File: src/rtl/adder_pkg.sv
// ----------------------------------------------------------------------------
// adder_pkg : shared FSM state encoding and counter sizing for the adder lab
// Rev 1.0
// ----------------------------------------------------------------------------
`default_nettype none

package adder_pkg;

  typedef enum logic [1:0] {
    ST_IDLE = 2'd0,
    ST_RUN  = 2'd1,
    ST_DONE = 2'd2
  } state_e;

  localparam logic [1:0] IDLE = ST_IDLE;
  localparam logic [1:0] RUN  = ST_RUN;
  localparam logic [1:0] DONE = ST_DONE;

  // A single-digit operation still needs a one-bit counter register.
  function automatic int cnt_width(input int n);
    if (n <= 1) return 1;
    return $clog2(n);
  endfunction

endpackage

`default_nettype wire

File: src/rtl/digit_serial_adder_if.sv
// ----------------------------------------------------------------------------
// digit_serial_adder_if : operand/result valid-ready bundle of the serial adder
// Rev 1.0
// ----------------------------------------------------------------------------
`default_nettype none

interface digit_serial_adder_if #(
  parameter int WIDTH = 8
);
  logic             in_valid;
  logic             in_ready;
  logic [WIDTH-1:0] a;
  logic [WIDTH-1:0] b;
  logic             cin;
  logic             sub;
  logic             out_valid;
  logic             out_ready;
  logic [WIDTH-1:0] sum;
  logic             cout;
  logic             ovf;

  modport master (
    output in_valid, a, b, cin, sub, out_ready,
    input  in_ready, out_valid, sum, cout, ovf
  );

  modport slave (
    input  in_valid, a, b, cin, sub, out_ready,
    output in_ready, out_valid, sum, cout, ovf
  );
endinterface

`default_nettype wire

File: src/rtl/digit_adder.sv
// ----------------------------------------------------------------------------
// digit_adder : combinational DIGIT-bit ripple adder of full_adder cells
// Rev 1.0
// ----------------------------------------------------------------------------
`default_nettype none

module digit_adder #(
  parameter int DIGIT = 2
) (
  input  wire  [DIGIT-1:0] x,
  input  wire  [DIGIT-1:0] y,
  input  wire              ci,
  output logic [DIGIT-1:0] s,
  output logic             co,
  output logic             c_msb
);
  logic [DIGIT:0] w_c;

  assign w_c[0] = ci;

  for (genvar gi = 0; gi < DIGIT; gi++) begin : g_bit
    full_adder u_fa (
      .i_a (x[gi]),
      .i_b (y[gi]),
      .i_c (w_c[gi]),
      .o_s (s[gi]),
      .o_c (w_c[gi+1])
    );
  end

  assign co    = w_c[DIGIT];
  assign c_msb = w_c[DIGIT-1];
endmodule

`default_nettype wire

File: src/rtl/full_adder.sv
// ----------------------------------------------------------------------------
// full_adder : one-bit full adder cell
// Rev 1.0
// ----------------------------------------------------------------------------
`default_nettype none

module full_adder (
  input  wire  i_a,
  input  wire  i_b,
  input  wire  i_c,
  output logic o_s,
  output logic o_c
);
  assign o_s = i_a ^ i_b ^ i_c;
  assign o_c = (i_a & i_b) | (i_c & (i_a ^ i_b));
endmodule

`default_nettype wire

File: src/rtl/digit_serial_adder.sv
// ----------------------------------------------------------------------------
// digit_serial_adder : WIDTH-bit add/subtract, DIGIT bits per clock, valid/ready
// Rev 1.0
// ----------------------------------------------------------------------------
`default_nettype none

module digit_serial_adder
  import adder_pkg::*;
#(
  parameter int WIDTH = 8,
  parameter int DIGIT = 2
) (
  input wire               clk,
  input wire               rst,
  digit_serial_adder_if.slave bus
);
  localparam int NDIG = (DIGIT > 0) ? (WIDTH / DIGIT) : 1;
  localparam int CW   = cnt_width(NDIG);
  localparam logic [CW-1:0] c_LAST = CW'(NDIG - 1);

  if ((DIGIT < 1) || (DIGIT > WIDTH) || ((WIDTH % DIGIT) != 0)) begin : g_param_check
    $error("digit_serial_adder: DIGIT=%0d illegal for WIDTH=%0d", DIGIT, WIDTH);
  end

  logic [1:0]       r_state;
  logic [WIDTH-1:0] r_a;
  logic [WIDTH-1:0] r_b;
  logic             r_carry;
  logic [CW-1:0]    r_cnt;
  logic [WIDTH-1:0] r_sum;
  logic             r_cout;
  logic             r_ovf;

  int               w_base;
  logic [DIGIT-1:0] w_s;
  logic             w_co;
  logic             w_cmsb;

  assign w_base = int'(r_cnt) * DIGIT;

  digit_adder #(.DIGIT(DIGIT)) u_digit (
    .x     (r_a[w_base +: DIGIT]),
    .y     (r_b[w_base +: DIGIT]),
    .ci    (r_carry),
    .s     (w_s),
    .co    (w_co),
    .c_msb (w_cmsb)
  );

  always_ff @(posedge clk) begin
    if (rst) begin
      r_state <= IDLE;
      r_a     <= '0;
      r_b     <= '0;
      r_carry <= 1'b0;
      r_cnt   <= '0;
      r_sum   <= '0;
      r_cout  <= 1'b0;
      r_ovf   <= 1'b0;
    end else begin
      case (r_state)
        IDLE: begin
          if (bus.in_valid) begin
            // Subtraction is a + ~b + 1; the +1 rides in on the carry register.
            r_a     <= bus.a;
            r_b     <= bus.sub ? ~bus.b : bus.b;
            r_carry <= bus.sub ? 1'b1 : bus.cin;
            r_cnt   <= '0;
            r_state <= RUN;
          end
        end
        RUN: begin
          r_sum[w_base +: DIGIT] <= w_s;
          r_carry                <= w_co;
          if (r_cnt == c_LAST) begin
            r_cout  <= w_co;
            r_ovf   <= w_co ^ w_cmsb;
            r_state <= DONE;
          end else begin
            r_cnt <= r_cnt + 1'b1;
          end
        end
        DONE: begin
          if (bus.out_ready) r_state <= IDLE;
        end
        default: r_state <= IDLE;
      endcase
    end
  end

  assign bus.in_ready  = (r_state == IDLE);
  assign bus.out_valid = (r_state == DONE);
  assign bus.sum       = r_sum;
  assign bus.cout      = r_cout;
  assign bus.ovf       = r_ovf;
endmodule

`default_nettype wire

File: src/flat_wrapper.sv
// flat-port wrapper written by rule: the top's interface ports become plain ports
module digit_serial_adder_flat import adder_pkg::*;
#(
  parameter int WIDTH = 8,
  parameter int DIGIT = 2
)
  (clk, rst, bus_in_valid, bus_a, bus_b, bus_cin, bus_sub, bus_out_ready, bus_in_ready, bus_out_valid, bus_sum, bus_cout, bus_ovf);
  digit_serial_adder_if #(.WIDTH(WIDTH)) bus_i ();
  input wire clk;
  input wire rst;
  input wire logic [$bits(bus_i.in_valid)-1:0] bus_in_valid;
  input wire logic [$bits(bus_i.a)-1:0] bus_a;
  input wire logic [$bits(bus_i.b)-1:0] bus_b;
  input wire logic [$bits(bus_i.cin)-1:0] bus_cin;
  input wire logic [$bits(bus_i.sub)-1:0] bus_sub;
  input wire logic [$bits(bus_i.out_ready)-1:0] bus_out_ready;
  output wire logic [$bits(bus_i.in_ready)-1:0] bus_in_ready;
  output wire logic [$bits(bus_i.out_valid)-1:0] bus_out_valid;
  output wire logic [$bits(bus_i.sum)-1:0] bus_sum;
  output wire logic [$bits(bus_i.cout)-1:0] bus_cout;
  output wire logic [$bits(bus_i.ovf)-1:0] bus_ovf;
  assign bus_i.in_valid = bus_in_valid;
  assign bus_i.a = bus_a;
  assign bus_i.b = bus_b;
  assign bus_i.cin = bus_cin;
  assign bus_i.sub = bus_sub;
  assign bus_i.out_ready = bus_out_ready;
  assign bus_in_ready = bus_i.in_ready;
  assign bus_out_valid = bus_i.out_valid;
  assign bus_sum = bus_i.sum;
  assign bus_cout = bus_i.cout;
  assign bus_ovf = bus_i.ovf;
  digit_serial_adder #(.WIDTH(WIDTH), .DIGIT(DIGIT)) u_core (.clk(clk), .rst(rst), .bus(bus_i));
endmodule
File: config.mk
export PLATFORM = sky130hd
export DESIGN_NAME = digit_serial_adder_flat
export DESIGN_NICKNAME = d
export VERILOG_FILES = /design/src/rtl/adder_pkg.sv /design/src/rtl/digit_serial_adder_if.sv /design/src/rtl/digit_adder.sv /design/src/rtl/full_adder.sv /design/src/rtl/digit_serial_adder.sv /design/src/flat_wrapper.sv
export SDC_FILE = /design/constraint.sdc
export NUM_CORES = 1
export LEC_CHECK = 0
export ABC_CLOCK_PERIOD_IN_PS = 3200
export CORE_MARGIN = 3
export CORE_UTILIZATION = 50
export DETAILED_ROUTE_END_ITERATION = 7
export HOLD_SLACK_MARGIN = 0.03
export PLACE_DENSITY = 0.79
export SLEW_MARGIN = 20
export SYNTH_ARGS = -nofsm -noshare
export SYNTH_HDL_FRONTEND = slang
export SYNTH_SLANG_ARGS = --single-unit
File: constraint.sdc
create_clock -name clk -period 3.2 [get_ports clk]
set_clock_uncertainty 0.15 [all_clocks]
set_input_delay 0.32 -clock clk [delete_from_list [all_inputs] [get_ports clk]]
set_output_delay 0.32 -clock clk [all_outputs]
set_load 0.05 [all_outputs]
* After elaboration in Yosys (flattened, before gate mapping)
Index checks and enable logic that the tools add are counted.
** Storage, ports and cells
- Register bits :: 31
- Latch bits :: 0
- Memory bits (writable) :: 0
- Memory bits (read-only) :: 0
- Output and inout bits :: 12
- Memories :: 0
** Operators by class
- $add $sub $neg :: 2
- Multiply operators :: 0
- Div/mod/pow operators :: 0
- Order comparisons :: 0
- Eq/ne operators :: 7
- Shift operators :: 4
- Multiplexer cells :: 12
- Bitwise operators :: 12
- Reductions and logical operators :: 7
** Operators with widths (count)
- $neg 3->33 :: 1
- $shift 2x33->8 const A :: 1
- $shiftx 2x33->8 :: 1
- $shiftx 8x4->2 :: 2
- $mux 2 :: 5
- $bwmux 8 :: 1
- $mux 8 :: 1
- $not 8->8 :: 1
- $ne 2x2->1 const B :: 3
- $pmux 2 s3 :: 1
- $reduce_and 2->1 :: 3
- $reduce_and 3->1 :: 2
- $xor 1x1->1 :: 5
- $and 1x1->1 :: 4
- $eq 2x2->1 const B :: 2
- $pmux 2 s2 :: 1
- $add 2x1->2 const B :: 1
- $eq 2x1->1 const B :: 1
- $logic_not 2->1 :: 1
- $mux 1 :: 2
- $ne 2x1->1 const B :: 1
- $or 1x1->1 :: 2
- $pmux 1 s2 :: 1
- $reduce_bool 2->1 :: 1

* Longest topological paths before layout
- Depth after elaboration :: 7
- Mapped depth :: 7
- Mapped depth without buffers :: 6

* Cells and area by module
From an unflattened synthesis, not the netlist that was laid out.
** Second synthesis, totals
- Cells, all modules :: 161
- Area, all modules :: 1552.7 µm²
** Modules (own cells, without submodules)
- digit_serial_adder :: times used 1, cells each 159, area each 1512.7 µm², seq. area each 620.6 µm²
- full_adder :: times used 2, cells each 1, area each 20.0 µm², seq. area each 0.0 µm²

* Worst setup path after synthesis
Ideal clock, no wire load.
- Path kind :: reg2reg
- Start point :: reg u_core.r_cnt[0]
- End point :: reg u_core.r_ovf (netlist: u_core.bus.ovf)
- Library setup time :: 0.137 ns
- Arrival :: 2.210 ns
- Slack :: 0.703 ns
- Stages on the path, launching flop included :: 8
- Clock period less this slack :: 2.497 ns
- Cell sequence :: dfxtp_1 -> clkbuf_8 -> mux4_2 -> fa_1 -> fa_1 -> xor2_1 -> nor2_1 -> nor3_1
** Between the ends
- Longest elaborated chain between the ends :: 7
** RTL lines
- start, declared :: line digit_serial_adder.sv:29 : logic [CW-1:0] r_cnt;
- start signal, assigned :: line digit_serial_adder.sv:80 : r_cnt <= r_cnt + 1'b1;
- $shiftx 8x4->2, on equally long branches :: line digit_serial_adder.sv:42, digit_serial_adder.sv:43
- $xor 1x1->1 :: line full_adder.sv:15 : assign o_c = (i_a & i_b) | (i_c & (i_a ^ i_b));
- $and 1x1->1 :: line full_adder.sv:15
- $or 1x1->1 :: line full_adder.sv:15
- $and 1x1->1 :: line full_adder.sv:15
- $or 1x1->1 (*) :: line full_adder.sv:15
- via u_core.u_digit.co :: line digit_adder.sv:14 : output logic co,
- $xor 1x1->1 (*) :: line digit_serial_adder.sv:77 : r_ovf <= w_co ^ w_cmsb;
- end signal, assigned :: line digit_serial_adder.sv:77
- end, declared :: line digit_serial_adder.sv:32 : logic r_ovf;
Mark *: on every way through the listed nets, which the timed path passes. The rest lies on a longest branch.
A chain may end at the register's enable or synchronous reset.

* Worst setup path after layout
- Start point :: reg u_core.r_cnt[0]
- End point :: reg u_core.r_sum[3] (netlist: u_core.bus.sum[3])
** Between the ends
- Longest elaborated chain between the ends :: 7
** RTL lines
- $shiftx 8x4->2, on equally long branches :: line digit_serial_adder.sv:42, digit_serial_adder.sv:43
- $xor 1x1->1 :: line full_adder.sv:14, full_adder.sv:15
- $and 1x1->1 :: line full_adder.sv:15
- $or 1x1->1 :: line full_adder.sv:15
- $xor 1x1->1 :: line full_adder.sv:14 : assign o_s = i_a ^ i_b ^ i_c;
- $shiftx 2x33->8 :: line digit_serial_adder.sv:73 : r_sum[w_base +: DIGIT] <= w_s;
- $bwmux 8 (*) :: line digit_serial_adder.sv:73
- end signal, assigned by index :: line digit_serial_adder.sv:73
- end, declared :: line digit_serial_adder.sv:30 : logic [WIDTH-1:0] r_sum;
Every way passes the cells marked *; elsewhere a longest branch is shown, timed or not.

==> results.md <==
* Yosys top cell area share at 0.393
* IO Count at 34
* PortBufs at 33
* RSZ-0062 raised after global routing: false
* Reg2Reg Depth at 5
* Worst r2r src: u_core.r_cnt[0]$_SDFFE_PP0P_
* Die width at 62.2 um
* Slowest CP cell: dfxtp_1
* Post-CTS setup buffers at 0
* Initial DRC count at 42
* Warning count from the yosys run at 0
* Initial antenna violation count at 0
* Nature of the critical path startpoint: flop
* Synth top area cells: dfxtp_1, a21oi_1, mux4_2
* Fin util at 0.690
* Clock buffer depth at 2
* First-pass GRT wire length at 5500 um
* DP HPWL at 2390 um
* Crit end category: flop
* Die H at 62.2 um
* Register area share after synthesis at 0.393
* Final period util at 0.885
* Mapped Cells at 165
* Status: complete, no violations
* Final WL at 3200 um
* Slew Viols, Final at 0
* RePlAce Congestion at 0.857
* Largest net degree at the start of global routing at 25
* Total clock sinks at 31
* Cell mode on critical path: fa_1
* Leakage at 0.000710 uW
* Area of the mapped netlist at 1580 um^2
* DR vias/cell at 5.40
* Final hold violation count at 0
* Routed Antenna Nets at 0
* Total power at 908 uW
* Row count at 19
* Setup crit end: u_core.bus.sum[3]$_SDFFE_PP0P_
* Clock Latency Late Sink at 0.33 ns
* #FFs+latches synth at 31
* Root Buffer: clkbuf_4
* Crit-path max FO at 13
* Pre-antenna DRT Iters at 4
* Worst EP arrival at 2.94 ns
* Hold Buf Count CTS at 0
* Maximum vdd drop at 0.435 mV
* CTS tree: built
* TritonCTS buffer count at 5
* Die area at 3870 um^2
* Flop2flop setup slack at 0.37 ns
* GRT Util Overall at 0.176
* Diodes inserted at 0
* Vias in the first global route at 1309
* HP Class: reg -> reg
* Maxcap violations at 0
* Pwr dens at 458 nW/um^2
* Layout cells sized above 1 at 0.116
* NumNets Final at 227
* Post-cts sizing count at 0
* Avg Inst Size Synth at 9.57 um^2
* Fill cell count at 215
* P&R area growth vs syn at 25.7%
* DP Cell Count at 232
* Initial Util at 0.549
* Worst path cell trace: mux4_2 -> fa_1 -> fa_1 -> nand4_1 -> a21oi_1
* Final min period at 2.83 ns
* Total gr overflow at 0
* Post-synth top area cell: dfxtp_1
* Reg2reg end: u_core.bus.sum[3]$_SDFFE_PP0P_
* Syn_nets at 195
* Finished Layout Cells at 240
* Max Clock Freq at 0.353 GHz
* Setup violators final at 0
* Worst-margin pin slew at 0.796 ns
* Max-slew headroom at 0.467
* H-Tree Depth at 2
* Critical path type: reg -> reg
* Remaining DRCs at 0
* Worst Setup SP: u_core.r_cnt[0]$_SDFFE_PP0P_
* Vias at 1296
* CP max stage delay at 0.69 ns
* Post-Route Setup TNS at 0 ns
* WL per Instance at 13.3 um
* Worst path required time at 3.30 ns
* Distinct cell type count after synthesis at 35
* Core Box Area at 2880 um^2
* Reg clk slew, reported paths at 0.10 ns
[worst max-delay path: cells and delay by family (launching register included)]
family                     cells  cell delay [ns]
AOI/OAI and AO/OA              1             0.14
and+or+nand+nor                1             0.13
muxes                          1             0.59
DFF                            1             0.69
adders and majority gates      2             1.06
[registers in the layout, summed over array words and instances, names as in the netlist]
name and flops:
u_core.r_a 8, u_core.bus.ovf 1, u_core.r_state 2, u_core.bus.cout 1, u_core.r_b 8, u_core.bus.sum 8, u_core.r_cnt 2, u_core.r_carry 1
[cell families (layout without fill, tap and decap cells)]
group | after synthesis | after routing | synth area share
multiplexers | 5 | 5 | 0.0634
buffers and inverters | 15 | 48 | 0.0618
XOR/XNOR | 9 | 9 | 0.0499
AND/OR/NAND/NOR | 65 | 65 | 0.222
flip-flops | 31 | 31 | 0.393
adder cells (fa/ha/maj) | 8 | 8 | 0.0729
AO/OA/AOI/OAI | 32 | 32 | 0.137
[power by group]
| group | internal [uW] | switching [uW] |
|---|---|---|
| Clock | 185 | 138 |
| Sequential | 406 | 20.8 |
| Combinational | 79.3 | 79.7 |
| Total | 670 | 238 |
[cell usage in the layout (no fill, tap or decap), types with 2 or more instances in the layout]
cell type	instances
a21oi_1	20
mux4_2	4
xnor2_1	8
or3b_1	2
nor2_1	14
inv_1	5
a32oi_1	2
ha_1	6
a211oi_1	4
nand2_1	23
buf_4	2
clkdlybuf4s50_1	33
nor2b_1	2
a211oi_2	4
dfxtp_1	31
nand4_1	6
fa_1	2
clkbuf_4	5
nand3b_1	5
nand3_1	3
nor3_1	3
[routing by layer]
layer / track usage / share of wire / vias up
met5: 0 / 0 / -
met2: 0.313 / 0.52 / 40
met4: 0.0746 / 0.020 / 0
met3: 0.0685 / 0.070 / 9
met1: 0.183 / 0.39 / 604
li1: - / - / 643
[stage by stage]
stage                     area [um^2]  setup WS, ns  hold slack (ns)
after floorplan                  1580         0.703            0.283
after global routing             1980         0.185            0.332
final                            1980         0.368            0.307
after detailed placement         1900         0.397            0.295
after global placement           1900         0.476            0.289
after CTS                        1980         0.383            0.309
[Yosys cell counts (all sizes together)]
cell / instances
clkbuf: 4
buf: 5
a32oi: 2
nand4: 6
fa: 2
or3b: 2
and4bb: 1
nor3: 3
inv: 5
nor2: 14
nand2: 23
xnor2: 8
nand4b: 1
nor2b: 2
nor3b: 2
nand3b: 5
mux2i: 1
a211oi: 8
dlygate4sd1: 1
nand3: 3
o221a: 1
ha: 6
nand2b: 1
mux4: 4
xor2: 1
dfxtp: 31
a21oi: 20
o31ai: 1
and2b: 1
and3b: 1
[layout make-up]
| class | instances | area [um^2] | area share |
|---|---|---|---|
| Clock buffer | 6 | 51.3 | 0.0259 |
| Tap cell | 42 | 52.6 | 0.0265 |
| Timing Repair Buffer | 35 | 345 | 0.174 |
| Inverter | 5 | 18.8 | 0.00946 |
| Multi-Input combinational cell | 119 | 861 | 0.434 |
| Sequential cell | 31 | 621 | 0.313 |
| Clock inverter | 2 | 35.0 | 0.0177 |
[how the worst min path moves through the flow]
stage | from | endpoint | slack [ns] | depth (start not counted)
2_1_floorplan | u_core.r_a[4]$_SDFFE_PP0P_ | u_core.r_a[4]$_SDFFE_PP0P_ | 0.28 | 2
3_3_place_gp | u_core.bus.sum[4]$_SDFFE_PP0P_ | u_core.bus.sum[4]$_SDFFE_PP0P_ | 0.29 | 2
3_5_place_dp | u_core.r_a[5]$_SDFFE_PP0P_ | u_core.r_a[5]$_SDFFE_PP0P_ | 0.29 | 2
4_1_cts | u_core.r_a[5]$_SDFFE_PP0P_ | u_core.r_a[5]$_SDFFE_PP0P_ | 0.31 | 2
5_1_grt | u_core.r_a[1]$_SDFFE_PP0P_ | u_core.r_a[1]$_SDFFE_PP0P_ | 0.33 | 2
6_report | u_core.r_a[5]$_SDFFE_PP0P_ | u_core.r_a[5]$_SDFFE_PP0P_ | 0.31 | 2
Note: power is estimated with default switching activity, not from simulation.
